[config.mk]
export PLATFORM = sky130hd
export DESIGN_NAME = csr_access_sequencer_flat
export DESIGN_NICKNAME = d
export VERILOG_FILES = /design/src/rtl/csr_pkg.sv /design/src/rtl/csr_access_sequencer_if.sv /design/src/rtl/csr_alu.sv /design/src/rtl/csr_access_sequencer.sv /design/src/flat_wrapper.sv
export SDC_FILE = /design/constraint.sdc
export NUM_CORES = 1
export LEC_CHECK = 0
export ABC_AREA = 1
export BUFFER_PORTS_ARGS = -buffer_cell sky130_fd_sc_hd__buf_2
export CORE_MARGIN = 2
export CORE_UTILIZATION = 50
export DETAILED_ROUTE_END_ITERATION = 10
export PLACE_DENSITY = 0.8
export SYNTH_ARGS = -nofsm -noshare
export SYNTH_HDL_FRONTEND = slang
export SYNTH_SLANG_ARGS = --single-unit
[constraint.sdc]
create_clock -name clk -period 2 [get_ports clk]
set_clock_uncertainty 0.15 [all_clocks]
set_input_delay 0.3 -clock clk [delete_from_list [all_inputs] [get_ports clk]]
set_output_delay 0.3 -clock clk [all_outputs]
set_load 0.01 [all_outputs]
[src/rtl/csr_pkg.sv]
// Shared Zicsr definitions: func3 encodings, CSR address map, sequencer FSM states
// and the latched request control payload.
package csr_pkg;

    localparam int unsigned CSR_ADDR_W = 12;
    localparam int unsigned FUNC3_W    = 3;
    localparam int unsigned REG_IDX_W  = 5;

    localparam logic [FUNC3_W-1:0] F3_CSRRW  = 3'b001;
    localparam logic [FUNC3_W-1:0] F3_CSRRS  = 3'b010;
    localparam logic [FUNC3_W-1:0] F3_CSRRC  = 3'b011;
    localparam logic [FUNC3_W-1:0] F3_CSRRWI = 3'b101;
    localparam logic [FUNC3_W-1:0] F3_CSRRSI = 3'b110;
    localparam logic [FUNC3_W-1:0] F3_CSRRCI = 3'b111;

    // Operation kind lives in func3[1:0]; func3[2] selects the immediate source.
    localparam logic [1:0] OP_RW = 2'b01;
    localparam logic [1:0] OP_RS = 2'b10;
    localparam logic [1:0] OP_RC = 2'b11;

    localparam logic [CSR_ADDR_W-1:0] CSR_MSTATUS  = 12'h300;
    localparam logic [CSR_ADDR_W-1:0] CSR_MISA     = 12'h301;
    localparam logic [CSR_ADDR_W-1:0] CSR_MIE      = 12'h304;
    localparam logic [CSR_ADDR_W-1:0] CSR_MTVEC    = 12'h305;
    localparam logic [CSR_ADDR_W-1:0] CSR_MSCRATCH = 12'h340;
    localparam logic [CSR_ADDR_W-1:0] CSR_MEPC     = 12'h341;
    localparam logic [CSR_ADDR_W-1:0] CSR_MCAUSE   = 12'h342;
    localparam logic [CSR_ADDR_W-1:0] CSR_MTVAL    = 12'h343;
    localparam logic [CSR_ADDR_W-1:0] CSR_MIP      = 12'h344;
    localparam logic [CSR_ADDR_W-1:0] CSR_CYCLE    = 12'hC00;
    localparam logic [CSR_ADDR_W-1:0] CSR_CYCLEH   = 12'hC80;

    // Addresses 0xC00-0xFFF have addr[11:10]==2'b11: the read-only CSR space.
    localparam logic [CSR_ADDR_W-1:0] CSR_RO_BASE  = 12'hC00;

    typedef enum logic [2:0] {
        ST_IDLE,
        ST_READ,
        ST_WRITE,
        ST_WAIT_DONE,
        ST_RESP
    } seq_state_e;

    typedef struct packed {
        logic [FUNC3_W-1:0]    func3;
        logic [CSR_ADDR_W-1:0] csr_addr;
        logic [REG_IDX_W-1:0]  rs1_zimm;
        logic [REG_IDX_W-1:0]  rd;
    } req_ctl_t;

    function automatic logic csr_is_read_only(input logic [CSR_ADDR_W-1:0] addr);
        return addr >= CSR_RO_BASE;
    endfunction

endpackage

[src/rtl/csr_access_sequencer_if.sv]
// Bundle of request, CSR_Unit and response signals around the CSR access sequencer.
interface csr_access_sequencer_if #(
    parameter int unsigned XLEN = 32
);
    logic             req_valid;
    logic             req_ready;
    logic [2:0]       req_func3;
    logic [11:0]      req_csr_addr;
    logic [XLEN-1:0]  req_rs1_data;
    logic [4:0]       req_rs1_zimm;
    logic [4:0]       req_rd;

    logic [11:0]      csr_addr;
    logic [2:0]       csr_func3;
    logic [4:0]       csr_imm;
    logic [XLEN-1:0]  csr_rdata;
    logic [XLEN-1:0]  csr_wdata;
    logic             csr_we;
    logic             csr_write_done;

    logic             rsp_valid;
    logic             rsp_ready;
    logic [4:0]       rsp_rd;
    logic             rsp_rd_we;
    logic [XLEN-1:0]  rsp_data;
    logic             rsp_illegal;
    logic             retire;
    logic             busy;

    // Sequencer side.
    modport slave (
        input  req_valid, req_func3, req_csr_addr, req_rs1_data, req_rs1_zimm, req_rd,
        input  csr_rdata, csr_write_done, rsp_ready,
        output req_ready, csr_addr, csr_func3, csr_imm, csr_wdata, csr_we,
        output rsp_valid, rsp_rd, rsp_rd_we, rsp_data, rsp_illegal, retire, busy
    );

    // Execute stage / CSR_Unit / writeback side.
    modport master (
        output req_valid, req_func3, req_csr_addr, req_rs1_data, req_rs1_zimm, req_rd,
        output csr_rdata, csr_write_done, rsp_ready,
        input  req_ready, csr_addr, csr_func3, csr_imm, csr_wdata, csr_we,
        input  rsp_valid, rsp_rd, rsp_rd_we, rsp_data, rsp_illegal, retire, busy
    );
endinterface

[src/rtl/csr_alu.sv]
// Combinational Zicsr datapath: source select, new CSR value, write decision, legality.
module csr_alu
    import csr_pkg::*;
#(
    parameter int unsigned XLEN = 32
) (
    input  logic [FUNC3_W-1:0]    func3,
    input  logic [CSR_ADDR_W-1:0] csr_addr,
    input  logic [XLEN-1:0]       rs1_data,
    input  logic [REG_IDX_W-1:0]  rs1_zimm,
    input  logic [XLEN-1:0]       old_val,
    output logic [XLEN-1:0]       new_val_c,
    output logic                  do_write_c,
    output logic                  illegal_c
);
    logic [XLEN-1:0] src;

    always_comb begin
        src        = func3[2] ? XLEN'(rs1_zimm) : rs1_data;
        new_val_c  = old_val;
        unique case (func3[1:0])
            OP_RW:   new_val_c = src;
            OP_RS:   new_val_c = old_val | src;
            OP_RC:   new_val_c = old_val & ~src;
            default: new_val_c = old_val;
        endcase
        // Set/clear with x0 or zimm==0 is a pure read and may target read-only CSRs.
        do_write_c = (func3[1:0] == OP_RW) || (rs1_zimm != '0);
        illegal_c  = (func3[1:0] == 2'b00) || (do_write_c && csr_is_read_only(csr_addr));
    end
endmodule

[src/rtl/csr_access_sequencer.sv]
// Executes one Zicsr instruction at a time: read old CSR value, optional write with
// done handshake and timeout, then return the old value for rd writeback.
module csr_access_sequencer
    import csr_pkg::*;
#(
    parameter int unsigned DONE_TIMEOUT = 8,
    parameter int unsigned XLEN         = 32
) (
    input logic                 clk,
    input logic                 rst_n,
    csr_access_sequencer_if.slave bus
);
    localparam int unsigned TMO_W = (DONE_TIMEOUT > 1) ? $clog2(DONE_TIMEOUT) : 1;
    localparam logic [TMO_W-1:0] TMO_LAST = TMO_W'(DONE_TIMEOUT - 1);

    seq_state_e       state_q, state_nxt;
    req_ctl_t         ctl_q, ctl_nxt;
    logic [XLEN-1:0]  rs1_q, rs1_nxt;
    logic [XLEN-1:0]  old_q, old_nxt;
    logic [XLEN-1:0]  wdata_q, wdata_nxt;
    logic             illegal_q, illegal_nxt;
    logic             rd_we_q, rd_we_nxt;
    logic [TMO_W-1:0] tmo_q, tmo_nxt;
    logic             req_ready_q, busy_q, rsp_valid_q, we_q;

    logic [XLEN-1:0]  alu_new_c;
    logic             alu_do_write_c;
    logic             alu_illegal_c;

    csr_alu #(.XLEN(XLEN)) u_alu (
        .func3      (ctl_q.func3),
        .csr_addr   (ctl_q.csr_addr),
        .rs1_data   (rs1_q),
        .rs1_zimm   (ctl_q.rs1_zimm),
        .old_val    (bus.csr_rdata),
        .new_val_c  (alu_new_c),
        .do_write_c (alu_do_write_c),
        .illegal_c  (alu_illegal_c)
    );

    // State and datapath registers; handshake outputs follow the next state.
    always_ff @(posedge clk) begin
        if (!rst_n) begin
            state_q     <= ST_IDLE;
            ctl_q       <= '0;
            rs1_q       <= '0;
            old_q       <= '0;
            wdata_q     <= '0;
            illegal_q   <= 1'b0;
            rd_we_q     <= 1'b0;
            tmo_q       <= '0;
            req_ready_q <= 1'b1;
            busy_q      <= 1'b0;
            rsp_valid_q <= 1'b0;
            we_q        <= 1'b0;
        end else begin
            state_q     <= state_nxt;
            ctl_q       <= ctl_nxt;
            rs1_q       <= rs1_nxt;
            old_q       <= old_nxt;
            wdata_q     <= wdata_nxt;
            illegal_q   <= illegal_nxt;
            rd_we_q     <= rd_we_nxt;
            tmo_q       <= tmo_nxt;
            req_ready_q <= (state_nxt == ST_IDLE);
            busy_q      <= (state_nxt != ST_IDLE);
            rsp_valid_q <= (state_nxt == ST_RESP);
            we_q        <= (state_nxt == ST_WRITE);
        end
    end

    // Next-state and next-datapath logic.
    always_comb begin
        state_nxt   = state_q;
        ctl_nxt     = ctl_q;
        rs1_nxt     = rs1_q;
        old_nxt     = old_q;
        wdata_nxt   = wdata_q;
        illegal_nxt = illegal_q;
        rd_we_nxt   = rd_we_q;
        tmo_nxt     = tmo_q;

        unique case (state_q)
            ST_IDLE: begin
                if (bus.req_valid) begin
                    ctl_nxt.func3    = bus.req_func3;
                    ctl_nxt.csr_addr = bus.req_csr_addr;
                    ctl_nxt.rs1_zimm = bus.req_rs1_zimm;
                    ctl_nxt.rd       = bus.req_rd;
                    rs1_nxt          = bus.req_rs1_data;
                    illegal_nxt      = 1'b0;
                    rd_we_nxt        = 1'b0;
                    state_nxt        = ST_READ;
                end
            end
            ST_READ: begin
                old_nxt     = bus.csr_rdata;
                wdata_nxt   = alu_new_c;
                illegal_nxt = alu_illegal_c;
                rd_we_nxt   = !alu_illegal_c && (ctl_q.rd != '0);
                if (!alu_illegal_c && alu_do_write_c) begin
                    state_nxt = ST_WRITE;
                end else begin
                    state_nxt = ST_RESP;
                end
            end
            ST_WRITE: begin
                tmo_nxt   = '0;
                state_nxt = ST_WAIT_DONE;
            end
            ST_WAIT_DONE: begin
                // Done on the final allowed cycle still wins over the timeout.
                if (bus.csr_write_done) begin
                    state_nxt = ST_RESP;
                end else if (tmo_q == TMO_LAST) begin
                    illegal_nxt = 1'b1;
                    rd_we_nxt   = 1'b0;
                    state_nxt   = ST_RESP;
                end else begin
                    tmo_nxt = tmo_q + TMO_W'(1);
                end
            end
            ST_RESP: begin
                if (bus.rsp_ready) begin
                    state_nxt = ST_IDLE;
                end
            end
            default: state_nxt = ST_IDLE;
        endcase
    end

    assign bus.req_ready   = req_ready_q;
    assign bus.csr_addr    = ctl_q.csr_addr;
    assign bus.csr_func3   = ctl_q.func3;
    assign bus.csr_imm     = ctl_q.rs1_zimm;
    assign bus.csr_wdata   = wdata_q;
    assign bus.csr_we      = we_q;
    assign bus.rsp_valid   = rsp_valid_q;
    assign bus.rsp_rd      = ctl_q.rd;
    assign bus.rsp_rd_we   = rd_we_q;
    assign bus.rsp_data    = old_q;
    assign bus.rsp_illegal = illegal_q;
    assign bus.busy        = busy_q;
    // Retire must coincide with the response handshake, so it is decoded, not registered.
    assign bus.retire      = rsp_valid_q && bus.rsp_ready && !illegal_q;

endmodule

[src/flat_wrapper.sv]
// flat-port wrapper written by rule: the top's interface ports become plain ports
module csr_access_sequencer_flat import csr_pkg::*;
#(
    parameter int unsigned DONE_TIMEOUT = 8,
    parameter int unsigned XLEN         = 32
)
  (clk, rst_n, bus_req_valid, bus_req_func3, bus_req_csr_addr, bus_req_rs1_data, bus_req_rs1_zimm, bus_req_rd, bus_csr_rdata, bus_csr_write_done, bus_rsp_ready, bus_req_ready, bus_csr_addr, bus_csr_func3, bus_csr_imm, bus_csr_wdata, bus_csr_we, bus_rsp_valid, bus_rsp_rd, bus_rsp_rd_we, bus_rsp_data, bus_rsp_illegal, bus_retire, bus_busy);
  csr_access_sequencer_if #(.XLEN(XLEN)) bus_i ();
  input logic clk;
  input logic rst_n;
  input wire logic [$bits(bus_i.req_valid)-1:0] bus_req_valid;
  input wire logic [$bits(bus_i.req_func3)-1:0] bus_req_func3;
  input wire logic [$bits(bus_i.req_csr_addr)-1:0] bus_req_csr_addr;
  input wire logic [$bits(bus_i.req_rs1_data)-1:0] bus_req_rs1_data;
  input wire logic [$bits(bus_i.req_rs1_zimm)-1:0] bus_req_rs1_zimm;
  input wire logic [$bits(bus_i.req_rd)-1:0] bus_req_rd;
  input wire logic [$bits(bus_i.csr_rdata)-1:0] bus_csr_rdata;
  input wire logic [$bits(bus_i.csr_write_done)-1:0] bus_csr_write_done;
  input wire logic [$bits(bus_i.rsp_ready)-1:0] bus_rsp_ready;
  output wire logic [$bits(bus_i.req_ready)-1:0] bus_req_ready;
  output wire logic [$bits(bus_i.csr_addr)-1:0] bus_csr_addr;
  output wire logic [$bits(bus_i.csr_func3)-1:0] bus_csr_func3;
  output wire logic [$bits(bus_i.csr_imm)-1:0] bus_csr_imm;
  output wire logic [$bits(bus_i.csr_wdata)-1:0] bus_csr_wdata;
  output wire logic [$bits(bus_i.csr_we)-1:0] bus_csr_we;
  output wire logic [$bits(bus_i.rsp_valid)-1:0] bus_rsp_valid;
  output wire logic [$bits(bus_i.rsp_rd)-1:0] bus_rsp_rd;
  output wire logic [$bits(bus_i.rsp_rd_we)-1:0] bus_rsp_rd_we;
  output wire logic [$bits(bus_i.rsp_data)-1:0] bus_rsp_data;
  output wire logic [$bits(bus_i.rsp_illegal)-1:0] bus_rsp_illegal;
  output wire logic [$bits(bus_i.retire)-1:0] bus_retire;
  output wire logic [$bits(bus_i.busy)-1:0] bus_busy;
  assign bus_i.req_valid = bus_req_valid;
  assign bus_i.req_func3 = bus_req_func3;
  assign bus_i.req_csr_addr = bus_req_csr_addr;
  assign bus_i.req_rs1_data = bus_req_rs1_data;
  assign bus_i.req_rs1_zimm = bus_req_rs1_zimm;
  assign bus_i.req_rd = bus_req_rd;
  assign bus_i.csr_rdata = bus_csr_rdata;
  assign bus_i.csr_write_done = bus_csr_write_done;
  assign bus_i.rsp_ready = bus_rsp_ready;
  assign bus_req_ready = bus_i.req_ready;
  assign bus_csr_addr = bus_i.csr_addr;
  assign bus_csr_func3 = bus_i.csr_func3;
  assign bus_csr_imm = bus_i.csr_imm;
  assign bus_csr_wdata = bus_i.csr_wdata;
  assign bus_csr_we = bus_i.csr_we;
  assign bus_rsp_valid = bus_i.rsp_valid;
  assign bus_rsp_rd = bus_i.rsp_rd;
  assign bus_rsp_rd_we = bus_i.rsp_rd_we;
  assign bus_rsp_data = bus_i.rsp_data;
  assign bus_rsp_illegal = bus_i.rsp_illegal;
  assign bus_retire = bus_i.retire;
  assign bus_busy = bus_i.busy;
  csr_access_sequencer #(.DONE_TIMEOUT(DONE_TIMEOUT), .XLEN(XLEN)) u_core (.clk(clk), .rst_n(rst_n), .bus(bus_i));
endmodule
# After elaboration in Yosys (flattened, before gate mapping)

Index checks and enable logic that the tools add are counted.

$add $sub $neg: 1
Magnitude comparators: 1
Eq/ne operators: 14
Muxes and demuxes: 18
Bitwise gates (word level): 3
Reductions and logical operators: 20

Operator list:

| kind                 | count |
|---|---|
| $pmux 32 s3          | 1 |
| $and 32x32->32       | 1 |
| $mux 32              | 1 |
| $not 32->32          | 1 |
| $or 32x32->32        | 1 |
| $mux 3               | 7 |
| $pmux 3 s5           | 1 |
| $ge 12x12->1 const B | 1 |
| $reduce_bool 5->1    | 2 |
| $eq 3x2->1 const B   | 3 |
| $eq 3x3->1 const B   | 3 |
| $logic_not 3->1      | 2 |
| $ne 2x2->1 const B   | 3 |
| $pmux 1 s3           | 2 |
| $pmux 3 s2           | 1 |
| $reduce_bool 3->1    | 2 |
| $logic_and 1x1->1    | 5 |
| $mux 1               | 5 |
| $eq 2x2->1 const B   | 2 |
| $reduce_and 4->1     | 1 |
| $add 3x1->3 const B  | 1 |
| $eq 3x1->1 const B   | 1 |
| $reduce_and 3->1     | 1 |
| $eq 2x1->1 const B   | 1 |
| other kinds (6)      | 8 |

Flip-flop bits (word level): 133
Bits of input ports: 94
Output and inout port bits: 96
Word-level logic and storage cells: 72

# Depth between registers and ports, before layout

Depth in word-level cells: 9
Mapped depth: 10
Mapped depth without buffers: 10

# Hierarchy

From an unflattened synthesis, not the netlist that was laid out.

Cell total of the unflattened synthesis: 791
Area, all modules: 5656.7 µm²

Modules (own cells, without submodules):

| module               | instances | cells an instance | area an instance (µm²) | seq. area each (µm²) |
|---|---|---|---|---|
| csr_access_sequencer | 1         | 610               | 4784.6                 | 2662.6 |
| csr_alu              | 1         | 181               | 872.1                  | 0.0 |

# Worst setup path after synthesis

OpenSTA, ideal clock, no wires.

Path type: register to register
Start point: reg u_core.tmo_q[0]
End point: reg u_core.tmo_q[0]
Library setup time: 116 ps
Data arrival time: 1345 ps
Data required time: 1734 ps
Path slack: 390 ps
Stages on the path, launching flop included: 8
Buffers on the path: 0
Clock period less this slack: 1610 ps
Cells stage by stage: dfxtp_1 -> ha_1 -> ha_1 -> or2_2 -> nor2_1 -> nor2_2 -> o21ai_0 -> nor2_1

Cells in the longest elaborated chain, start to end: 4
Elaborated cells between the ends (all ways): 7
Classes of those cells: add/sub: 1; eq/ne: 2; mux: 3; reduce/logical: 1

RTL lines:

| what                     | RTL line                    | source |
|---|---|---|
| start: declaration       | csr_access_sequencer.sv:23  | `logic [TMO_W-1:0] tmo_q, tmo_nxt;` |
| start signal: assignment | csr_access_sequencer.sv:64  | `tmo_q <= tmo_nxt;` |
| $add 3x1->3              | csr_access_sequencer.sv:120 | `tmo_nxt = tmo_q + TMO_W'(1);` |
| $mux 3                   | csr_access_sequencer.sv:115 | `end else if (tmo_q == TMO_LAST) begin` |
| $mux 3                   | csr_access_sequencer.sv:113 | `if (bus.csr_write_done) begin` |
| $pmux 3 s2               | csr_access_sequencer.sv:83  | `unique case (state_q)` |

Parallel ways exist; a longest one is shown, timed or not. The select of a mux whose other input is x is not followed.
A chain may end at the register's enable or synchronous reset.

# Worst setup path in the final report

Start point: reg u_core.ctl_q (netlist bit u_core.bus.csr_func3[1])
End point: reg u_core.wdata_q[21], in the netlist u_core.bus.csr_wdata[21]

Cells in the longest elaborated chain, start to end: 2
Elaborated cells between the ends (all ways): 4
Classes of those cells: eq/ne: 3; mux: 1

RTL lines:

| what                                            | RTL line                   | source |
|---|---|---|
| start: declaration                              | csr_access_sequencer.sv:17 | `req_ctl_t ctl_q, ctl_nxt;` |
| start signal: assignment                        | csr_access_sequencer.sv:58 | `ctl_q <= ctl_nxt;` |
| $eq 2x2->1 / $eq 2x1->1 (equally long branches) | csr_alu.sv:21              | `unique case (func3[1:0])` |
| $pmux 32 s3 *                                   | csr_alu.sv:21              |  |
| end signal: assignment                          | csr_access_sequencer.sv:61 | `wdata_q <= wdata_nxt;` |
| end: declaration                                | csr_access_sequencer.sv:20 | `logic [XLEN-1:0] wdata_q, wdata_nxt;` |

Every way passes the cells marked *; elsewhere a longest branch is shown, timed or not.

==> reports/metrics.yaml <==
fin_setup_tns_ns: 0
die_w_um: 110
maxSlewHeadroom: 0.580
grt_pass1_wl_um: 28000
cts_sinks: 133
cp.arrival_ns: 2.17
drv_cap: 0
grt-ovfl-total: 0
ir_drop_mv: 0.569
cts_tree: "yes"
ant_nets: 0
pre_cts_slack_ns: 0.187
worstSetupPathType: "reg -> reg"
vias: 6091
placeableCoreArea_um2: 10900
ys.flop_type: "dfxtp_1"
final.min_clock_period_ns: 1.85
worst_pin_slew_ns: 0.631
insertion_delay_ns: 0.52
synth-simple-area-share: 0.182
yosys_warnings: 0
setup_viol_count_final: 0
synthXorXnorAreaFrac: 0
min_path_type: "in -> reg"
synthMuxAreaShare: 0
status: "finished clean"
synth_common_cells: "133 x dfxtp_1, 100 x nand2_1, 96 x o21ai_0"
ctsHtreeMaxLevel: 4
die_h_um: 110
cts-root-to-sink-buffers: 2
synth-async-reset-ratio: 0
vias_per_cell: 5.34
start_util: 0.514
diodes: 0
grt_max_degree: 73
slew_violations: 0
final_util: 0.743
die_area_um2: 12100
hpwl_um: 10500
drc: 0
power_density_nw_per_um2: 989
whs_ns: 0.0406
finalInstanceArea_um2: 8090
drt_iter0_markers: 447
synth_area_um2: 5600
drive_gt1_frac: 0.258
drt-total-wl_um: 17900
grtUsageTotal: 0.297
cts_buffers: 17
synth_cell_type_count: 27
synthAdderAreaFrac: 0.00447
layout_setup_ws_ns: 0.152
hold_viol: 0
num_rows: 38
synth_edf_count: 0
worstPathRequired_ns: 2.32
placed_area_um2: 6610
syn_inst: 731
areaGrowthSynthToFinish_pct: 44.5
yosys-top-cells-area: "dfxtp_1 48%, o21ai_0 8.6%, nand2_1 6.7%, a21oi_1 5.7%, nor2_1 5.3%"
synth_top_area_cell: "dfxtp_1"
synth_compound_area_frac: 0.253
finalCritPeriodShare: 0.924
synth_fp_nets: 827
leakagePower_nw: 3.86
synth_top_family_by_area: "compound AO/OA/AOI/OAI gates"
syn_avg_cell_area_um2: 7.66
worstPathMaxFanout: 18
cts.clk_slew.worst_paths_ns: 0.06
gp_congestion: 0.875
port-buffer-count: 189
synth_most_common_cell: "dfxtp_1"
io_pins: 190
first_global_vias: 5906
yosysSeqAreaShare: 0.475
cts_root_buf: "clkbuf_8"
dr.pass1.iters: 5
rsz0062_at_grt: "no"
synth_seq_cells: 133
antenna_found_initial: 0
finalNetCount: 1084
fmax_mhz: 541
post_drt_wl_per_cell_um: 15.7
synth.top_cell.area_share: 0.475
critPathLaunchType: "flip-flop"
cp-end-kind: "flip-flop"
-- critical path: stages, from the launching register on --
cell and delay, ns:
dfxtp_1 0.51, inv_2 0.28, nor2_4 0.23, nor2_4 0.05, buf_4 0.19, o21ai_1 0.20, o21bai_1 0.10, inv_1 0.07
-- state kept, by name, indices dropped and copies added (netlist names) --
register / count
u_core.bus.csr_we: 1
u_core.bus.rsp_valid: 1
u_core.bus.rsp_illegal: 1
u_core.bus.csr_addr: 12
u_core.state_q: 3
u_core.rs1_q: 32
u_core.bus.busy: 1
u_core.tmo_q: 3
u_core.bus.csr_imm: 5
u_core.bus.csr_wdata: 32
u_core.bus.rsp_data: 32
u_core.bus.csr_func3: 3
u_core.bus.rsp_rd_we: 1
u_core.bus.rsp_rd: 5
u_core.bus.req_ready: 1
-- through the flow --
step / instances / total power [mW]
after floorplan: 731 / 4.17
after global placement: 1020 / 4.72
after detailed placement: 1020 / 4.75
after CTS: 1141 / 7.99
after global routing: 1141 / 8.37
final: 1141 / 8.00
-- metal layers --
metal  wire [µm]  track usage  up-vias
met5           0            0        -
met4         456        0.118        0
li1            -            -     2967
met1        7390        0.353     2826
met3        1260       0.0741       40
met2        8760        0.513      258
-- power by group --
| group | total [mW] | internal (mW) | switching [mW] |
|---|---|---|---|
| Combinational | 1.76 | 0.707 | 1.05 |
| Sequential | 3.13 | 2.96 | 0.173 |
| Clock | 3.11 | 1.99 | 1.12 |
-- logic make-up after synthesis --
family | count (synthesis)
AO/OA/AOI/OAI | 244
AND/OR/NAND/NOR | 241
flip-flops | 133
buffers and inverters | 111
adder cells (fa/ha/maj) | 2
-- placed cells by master (no fill, tap or decap), types with 5 or more instances in the layout --
cell type	n
a21oi_1	64
a31oi_1	5
buf_2	189
buf_4	12
clkbuf_16	16
dfxtp_1	133
dlygate4sd3_1	89
inv_1	49
inv_2	5
nand2_1	99
nand3_1	50
nor2_1	79
o211ai_1	17
o211ai_2	10
o21ai_0	96
o21ai_1	23
o21bai_1	28
-- final timing paths --
| path | from | end | slack (ns) | depth (start not counted) |
|---|---|---|---|---|
| hold / removal | bus_req_valid | u_core.rs1_q[29] | 0.04 | 3 |
| hold reg to reg | u_core.rs1_q[2] | u_core.rs1_q[2] | 0.30 | 2 |
| setup / recovery | u_core.bus.csr_func3[1] | u_core.bus.csr_wdata[21] | 0.15 | 7 |
| setup reg to reg | u_core.bus.csr_func3[1] | u_core.bus.csr_wdata[21] | 0.15 | 7 |
-- repair_timing --
item,in CTS,in global routing
setup endpoints to repair,0,13
buffers inserted,0,0
gates resized for setup,0,4
endpoints found under the hold margin,110,0
hold buffers,89,0
-- area by class of cell --
class / count / area, µm²
Clock buffer: 23 / 467
Clock inverter: 9 / 125
Fill cell: 808 / 2800
Inverter: 56 / 215
Multi-Input combinational cell: 487 / 2460
Sequential cell: 133 / 2660
Tap cell: 140 / 175
Timing Repair Buffer: 293 / 1990
Power figures use the tool's default switching activity.
